===== src/rtl/vga_pkg.sv =====
// Shared constants, colour type and tile-address helper for the VGA tile renderer.
package vga_pkg;

  localparam int H_ACTIVE   = 640;
  localparam int V_ACTIVE   = 480;
  localparam int TILE_SHIFT = 4;
  localparam int TILES_X    = 40;
  localparam int TILE_COUNT = 1200;
  localparam int RGB_W      = 12;

  typedef logic [RGB_W-1:0] rgb_t;

  localparam rgb_t GRID_RGB = 12'h0F0;

  // Row-major tile index; the *40 is two shifts and an add so it stays in plain adders.
  function automatic logic [10:0] tile_index(input logic [9:0] h, input logic [9:0] v);
    logic [10:0] tx;
    logic [10:0] ty;
    tx = 11'(h >> TILE_SHIFT);
    ty = 11'(v >> TILE_SHIFT);
    return (ty << 5) + (ty << 3) + tx;
  endfunction

endpackage


===== src/rtl/vga_delay.sv =====
// Fixed-depth shift register with a synchronous active-low clear to a programmable value.
module vga_delay #(
  parameter int               WIDTH   = 1,
  parameter int               DEPTH   = 1,
  parameter logic [WIDTH-1:0] CLR_VAL = '0
) (
  input  logic             clk,
  input  logic             clr_n,
  input  logic [WIDTH-1:0] din,
  output logic [WIDTH-1:0] dout
);

  for (genvar gi = 0; gi < DEPTH; gi++) begin : g_stage
    logic [WIDTH-1:0] stage_d;
    logic [WIDTH-1:0] stage_q;

    if (gi == 0) begin : g_head
      assign stage_d = din;
    end else begin : g_tail
      assign stage_d = g_stage[gi-1].stage_q;
    end

    always_ff @(posedge clk) begin
      if (!clr_n) begin
        stage_q <= CLR_VAL;
      end else begin
        stage_q <= stage_d;
      end
    end
  end

  assign dout = g_stage[DEPTH-1].stage_q;

endmodule


===== src/rtl/vga_tile_render.sv =====
// Tile-map pixel stage: address, palette lookup, player overlay and sync re-alignment.
// Optional debug grid overlay is built only when VGA_TILE_RENDER_DEBUG_GRID_EN is defined.
module vga_tile_render
  import vga_pkg::*;
#(
  parameter int          MEM_LAT     = 2,
  parameter int          PLAYER_SIZE = 8,
  parameter logic [11:0] PLAYER_RGB  = 12'hFFF
) (
  input  logic        pclk,
  input  logic        reset,
  input  logic        valid,
  input  logic [9:0]  h_cnt,
  input  logic [9:0]  v_cnt,
  input  logic        hsync,
  input  logic        vsync,
  output logic [10:0] tile_addr,
  input  logic [3:0]  tile_data,
  input  logic        pal_we,
  input  logic [3:0]  pal_addr,
  input  logic [11:0] pal_wdata,
  input  logic [9:0]  player_x,
  input  logic [9:0]  player_y,
  output logic [11:0] rgb,
  output logic        hsync_o,
  output logic        vsync_o,
  output logic        frame_tick,
  output logic [15:0] frame_cnt
);

  localparam int               DLY_W     = 23;
  localparam int               DLY_DEPTH = MEM_LAT + 1;
  localparam logic [DLY_W-1:0] DLY_CLR   = {1'b0, 10'd0, 10'd0, 1'b1, 1'b1};
  localparam logic [10:0]      SIZE_W    = 11'(PLAYER_SIZE);

  // Stage A: tile address
  logic [10:0] tile_addr_d;
  logic [10:0] tile_addr_q;

  always_comb begin
    tile_addr_d = tile_index(h_cnt, v_cnt);
  end

  always_ff @(posedge pclk) begin
    if (!reset) begin
      tile_addr_q <= '0;
    end else begin
      tile_addr_q <= tile_addr_d;
    end
  end

  assign tile_addr = tile_addr_q;

  // Pixel attributes ride alongside the memory read so they line up with tile_data.
  logic [DLY_W-1:0] dly_in;
  logic [DLY_W-1:0] dly_out;
  logic             vld_m;
  logic [9:0]       hd_m;
  logic [9:0]       vd_m;
  logic             hs_m;
  logic             vs_m;

  assign dly_in = {valid, h_cnt, v_cnt, hsync, vsync};

  vga_delay #(
    .WIDTH  (DLY_W),
    .DEPTH  (DLY_DEPTH),
    .CLR_VAL(DLY_CLR)
  ) u_delay (
    .clk  (pclk),
    .clr_n(reset),
    .din  (dly_in),
    .dout (dly_out)
  );

  assign {vld_m, hd_m, vd_m, hs_m, vs_m} = dly_out;

  // Frame start and player-position latch
  logic        vs_prev_q;
  logic        frame_start;
  logic        frame_tick_q;
  logic [15:0] frame_cnt_d;
  logic [15:0] frame_cnt_q;
  logic [9:0]  px_l_d;
  logic [9:0]  px_l_q;
  logic [9:0]  py_l_d;
  logic [9:0]  py_l_q;

  assign frame_start = vsync & ~vs_prev_q;

  always_comb begin
    frame_cnt_d = frame_cnt_q;
    px_l_d      = px_l_q;
    py_l_d      = py_l_q;
    if (frame_start) begin
      frame_cnt_d = frame_cnt_q + 16'd1;
      px_l_d      = player_x;
      py_l_d      = player_y;
    end
  end

  always_ff @(posedge pclk) begin
    if (!reset) begin
      vs_prev_q    <= 1'b1;
      frame_tick_q <= 1'b0;
      frame_cnt_q  <= '0;
      px_l_q       <= '0;
      py_l_q       <= '0;
    end else begin
      vs_prev_q    <= vsync;
      frame_tick_q <= frame_start;
      frame_cnt_q  <= frame_cnt_d;
      px_l_q       <= px_l_d;
      py_l_q       <= py_l_d;
    end
  end

  assign frame_tick = frame_tick_q;
  assign frame_cnt  = frame_cnt_q;

  // Palette: a write lands on the edge, so a same-cycle read still sees the old entry.
  rgb_t pal_q [16];
  rgb_t pal_rd;

  always_ff @(posedge pclk) begin
    if (!reset) begin
      for (int i = 0; i < 16; i++) begin
        pal_q[i] <= '0;
      end
    end else if (pal_we) begin
      pal_q[pal_addr] <= pal_wdata;
    end
  end

  assign pal_rd = pal_q[tile_data];

  // Player square, compared in 11 bits so the right/bottom edge never wraps.
  logic [10:0] hd_w;
  logic [10:0] vd_w;
  logic [10:0] px_w;
  logic [10:0] py_w;
  logic        in_player;

  assign hd_w = {1'b0, hd_m};
  assign vd_w = {1'b0, vd_m};
  assign px_w = {1'b0, px_l_q};
  assign py_w = {1'b0, py_l_q};

  assign in_player = (hd_w >= px_w) && (hd_w < px_w + SIZE_W) &&
                     (vd_w >= py_w) && (vd_w < py_w + SIZE_W);

  // Stage C: colour select and output registers
  rgb_t rgb_d;
  rgb_t rgb_q;
  logic hs_q;
  logic vs_q;

  always_comb begin
    rgb_d = '0;
    if (vld_m) begin
      rgb_d = pal_rd;
`ifdef VGA_TILE_RENDER_DEBUG_GRID_EN
      if (hd_m[4:0] == 5'd0 || vd_m[4:0] == 5'd0) begin
        rgb_d = GRID_RGB;
      end
`endif
      if (in_player) begin
        rgb_d = PLAYER_RGB;
      end
    end
  end

  always_ff @(posedge pclk) begin
    if (!reset) begin
      rgb_q <= '0;
      hs_q  <= 1'b1;
      vs_q  <= 1'b1;
    end else begin
      rgb_q <= rgb_d;
      hs_q  <= hs_m;
      vs_q  <= vs_m;
    end
  end

  assign rgb     = rgb_q;
  assign hsync_o = hs_q;
  assign vsync_o = vs_q;

endmodule

===== config.mk =====
export PLATFORM = sky130hd
export DESIGN_NAME = vga_tile_render
export DESIGN_NICKNAME = d
export VERILOG_FILES = /design/src/rtl/vga_pkg.sv /design/src/rtl/vga_delay.sv /design/src/rtl/vga_tile_render.sv
export SDC_FILE = /design/constraint.sdc
export NUM_CORES = 1
export LEC_CHECK = 0
export CAP_MARGIN = 30
export CORE_MARGIN = 2
export CORE_UTILIZATION = 30
export DETAILED_ROUTE_END_ITERATION = 8
export HOLD_SLACK_MARGIN = 0.15
export SETUP_SLACK_MARGIN = 0.1
export SYNTH_ARGS = -nofsm -noshare
export SYNTH_HDL_FRONTEND = slang
export SYNTH_SLANG_ARGS = --single-unit

===== constraint.sdc =====
create_clock -name pclk -period 3.21 [get_ports pclk]
set_input_delay 0.642 -clock pclk [delete_from_list [all_inputs] [get_ports pclk]]
set_output_delay 0.642 -clock pclk [all_outputs]
set_load 0.05 [all_outputs]

==> metrics.cfg <==
[run_status]
status=complete, no violations

[timing]
period_share_pct=83.1
timing.fmax_mhz=375
fin_tns_setup_ps=0
setup_viol=0
period_minus_slack_ps=2670
slew_headroom_pct=45.4
fin_skew_ps=44.8
layout_setup_ws_ps=543
drv_slew=0
rsz0062_at_grt=no
finalHoldViolCount=0
worstMarginPinSlew_ps=817

[clocking]
cts_num_sinks=320
cts_htree_levels=2
postCtsHoldBufs=0
clockRootBuffer=clkbuf_16
post_cts_resized=0
clockBufferDepth=3
cts_tree=built
insertion_delay_ps=560
postCtsSetupRepairBufs=0
numCtsBuffers=35
clk_pin_slew_worst_paths_ps=60

[power]
ir_drop_mv=0.385
p_leak_nw=6.26
power_density_mw_per_mm2=546
total_power_w=0.00938

[routing]
drtIter0Drc=528
drc=0
drt-total-wl_mm=32.1
first_pass_iters=5
drt-vias-per-instance=4.58
drtAntennaViolNets=0
vias=8476
wl_per_cell_um=17.3

[synthesis]
synthAdderAreaFrac_pct=4.52
syn_inst=1100
synthSimpleGateAreaFrac_pct=17.4
synth.distinct_cells=46
syn_avg_cell_area_sq_um=12.9
synthXorXnorAreaFrac_pct=1.54
synth_edf_count=192
syn_nets=1216
synth_ff_type=edfxtp_1
synth_top_family_by_area=simple AND/OR/NAND/NOR gates
synth_mux_area_share_pct=9.58
ys_seq_area_share_pct=58.7
syn_area_sq_mm=0.0142
synth_compound_area_share_pct=5.12
synth_seq_cells=320
async_flop_share_pct=0
yosysWarnings=0

[finish]
diodes=0
post_route_cells_drive_above_1_share_pct=14.0
fin_area_sq_mm=0.0172
layout.cells.non_filler=1851
mostFrequentLayoutCells=and2_1, edfxtp_1, dfxtp_1
area_growth_pct=21.2
n_fill_cell=4466
layout_commonest_cell=and2_1
nets=1334

[worst_setup_path]
start_kind=primary input
cp_max_fo=2
critPathTopFamily=adder cells
worstPathCellList=clkdlybuf4s50_1 -> fa_1 -> fa_1 -> a21o_1 -> a21oi_1 -> o21bai_1 -> a21oi_1 -> mux2_2
critPathBufInv=1
end_kind=register
path_class=in2reg
cpMaxStageDelayCell=fa_1
ff2ff_path_depth=8
arrival_ps=3080
cpPeakStageDelay_ps=540
required_ps=3620
worst-path-stages=8

[floorplan]
die_h_um=221
die_w_um=221
core_sq_mm=0.0466
ios=108
dieArea_sq_mm=0.0490
rows=79
start_util_pct=30.4

[placed_design]
dp_hpwl_mm=22.0
place_ws_ps=13.3
place_inst=1788
gp_congestion=0.787
placed_area_sq_mm=0.0160
io_buffers=107

[min_path]
holdPathStages=1
hold_class=reg2reg

[grt]
grt_pass1_wl_mm=50.5
grt_max_degree=90
overflow=0
grt_pass1_vias=8889
grt_usage_pct=13.2
antenna_found_initial=0

[flow_run]
drv_cap=0

[Yosys cell counts, types with 8 or more instances]
cell | instances | area, sq um
dfxtp_1 | 128 | 2560
o31ai_1 | 12 | 90.1
a21oi_1 | 16 | 80.1
nor3_1 | 9 | 45.0
buf_2 | 9 | 45.0
nor2_1 | 15 | 56.3
ha_1 | 48 | 601
a21boi_0 | 21 | 158
nand2_1 | 72 | 270
mux2_2 | 13 | 146
and2_1 | 273 | 1710
clkbuf_1 | 53 | 199
nand2b_1 | 17 | 106
nand3_1 | 11 | 55.1
o211ai_2 | 10 | 125
nor2b_1 | 8 | 50.1
mux2i_1 | 13 | 130
xor2_1 | 8 | 70.1
xnor2_1 | 17 | 149
o21ai_0 | 19 | 95.1
edfxtp_1 | 192 | 5770
inv_1 | 28 | 105
mux4_2 | 48 | 1080
[worst paths after layout]
check | endpoint | start | slack [ps]
max | tile_addr[10] | h_cnt[9] | 540
min | u_delay.dout[0] | u_delay.g_stage[1].stage_q[0] | 400
max reg2reg | rgb[7] | py_l_q[3] | 690
min reg2reg | u_delay.dout[0] | u_delay.g_stage[1].stage_q[0] | 400
[flip-flops by register name, indices dropped and copies added, names as in the netlist]
register	cells
frame_tick	1
u_delay.dout	23
tile_addr	11
rgb	12
frame_cnt	16
u_delay.g_stage.stage_q	43
hsync_o	1
vsync_o	1
py_l_q	10
pal_q	192
px_l_q	10
[through the flow]
step	hold WS, ps	util (%)
after global placement	392	34.4
after detailed placement	397	34.4
after global routing	435	36.9
after CTS	409	36.9
after floorplan	386	-
final	402	36.9
[kinds of logic (layout without fill, tap and decap cells)]
logic type,count (synthesis),in the layout
flops,320,320
compound gates,101,101
simple gates,430,430
xor+xnor,25,25
buf+inv,100,244
mux,74,74
fa+ha+maj,50,50
[metal layers]
metal	global-route usage, %	routed length, um
met1	16.6	14300
met2	22.7	15500
met3	2.99	1600
met4	3.31	605
met5	0	0
[worst register-to-register path, cell delays in order, from the launching register on]
cell,delay [ps]
dfxtp_1,480
ha_1,270
xnor2_1,90
ha_1,270
nand2_1,70
nor3b_1,170
o21ai_0,160
a21oi_1,650
o31ai_1,210
[report_power, final]
group          switching (W)  internal (W)  leakage [nW]
registers          0.0000632       0.00455          2.88
logic               0.000475      0.000383          2.82
clock network        0.00167       0.00224         0.562
[layout make-up]
| class | instances | area [sq um] | share of cell area (%) |
|---|---|---|---|
| sequential | 320 | 8330 | 48.5 |
| multi-input combinational | 680 | 5410 | 31.5 |
| timing repair buffer | 153 | 1430 | 8.33 |
| clock buffer | 44 | 960 | 5.59 |
| tap | 607 | 759 | 4.42 |
| clock inverter | 19 | 186 | 1.08 |
| inverter | 28 | 105 | 0.612 |
(Power assumes the default switching activity.)
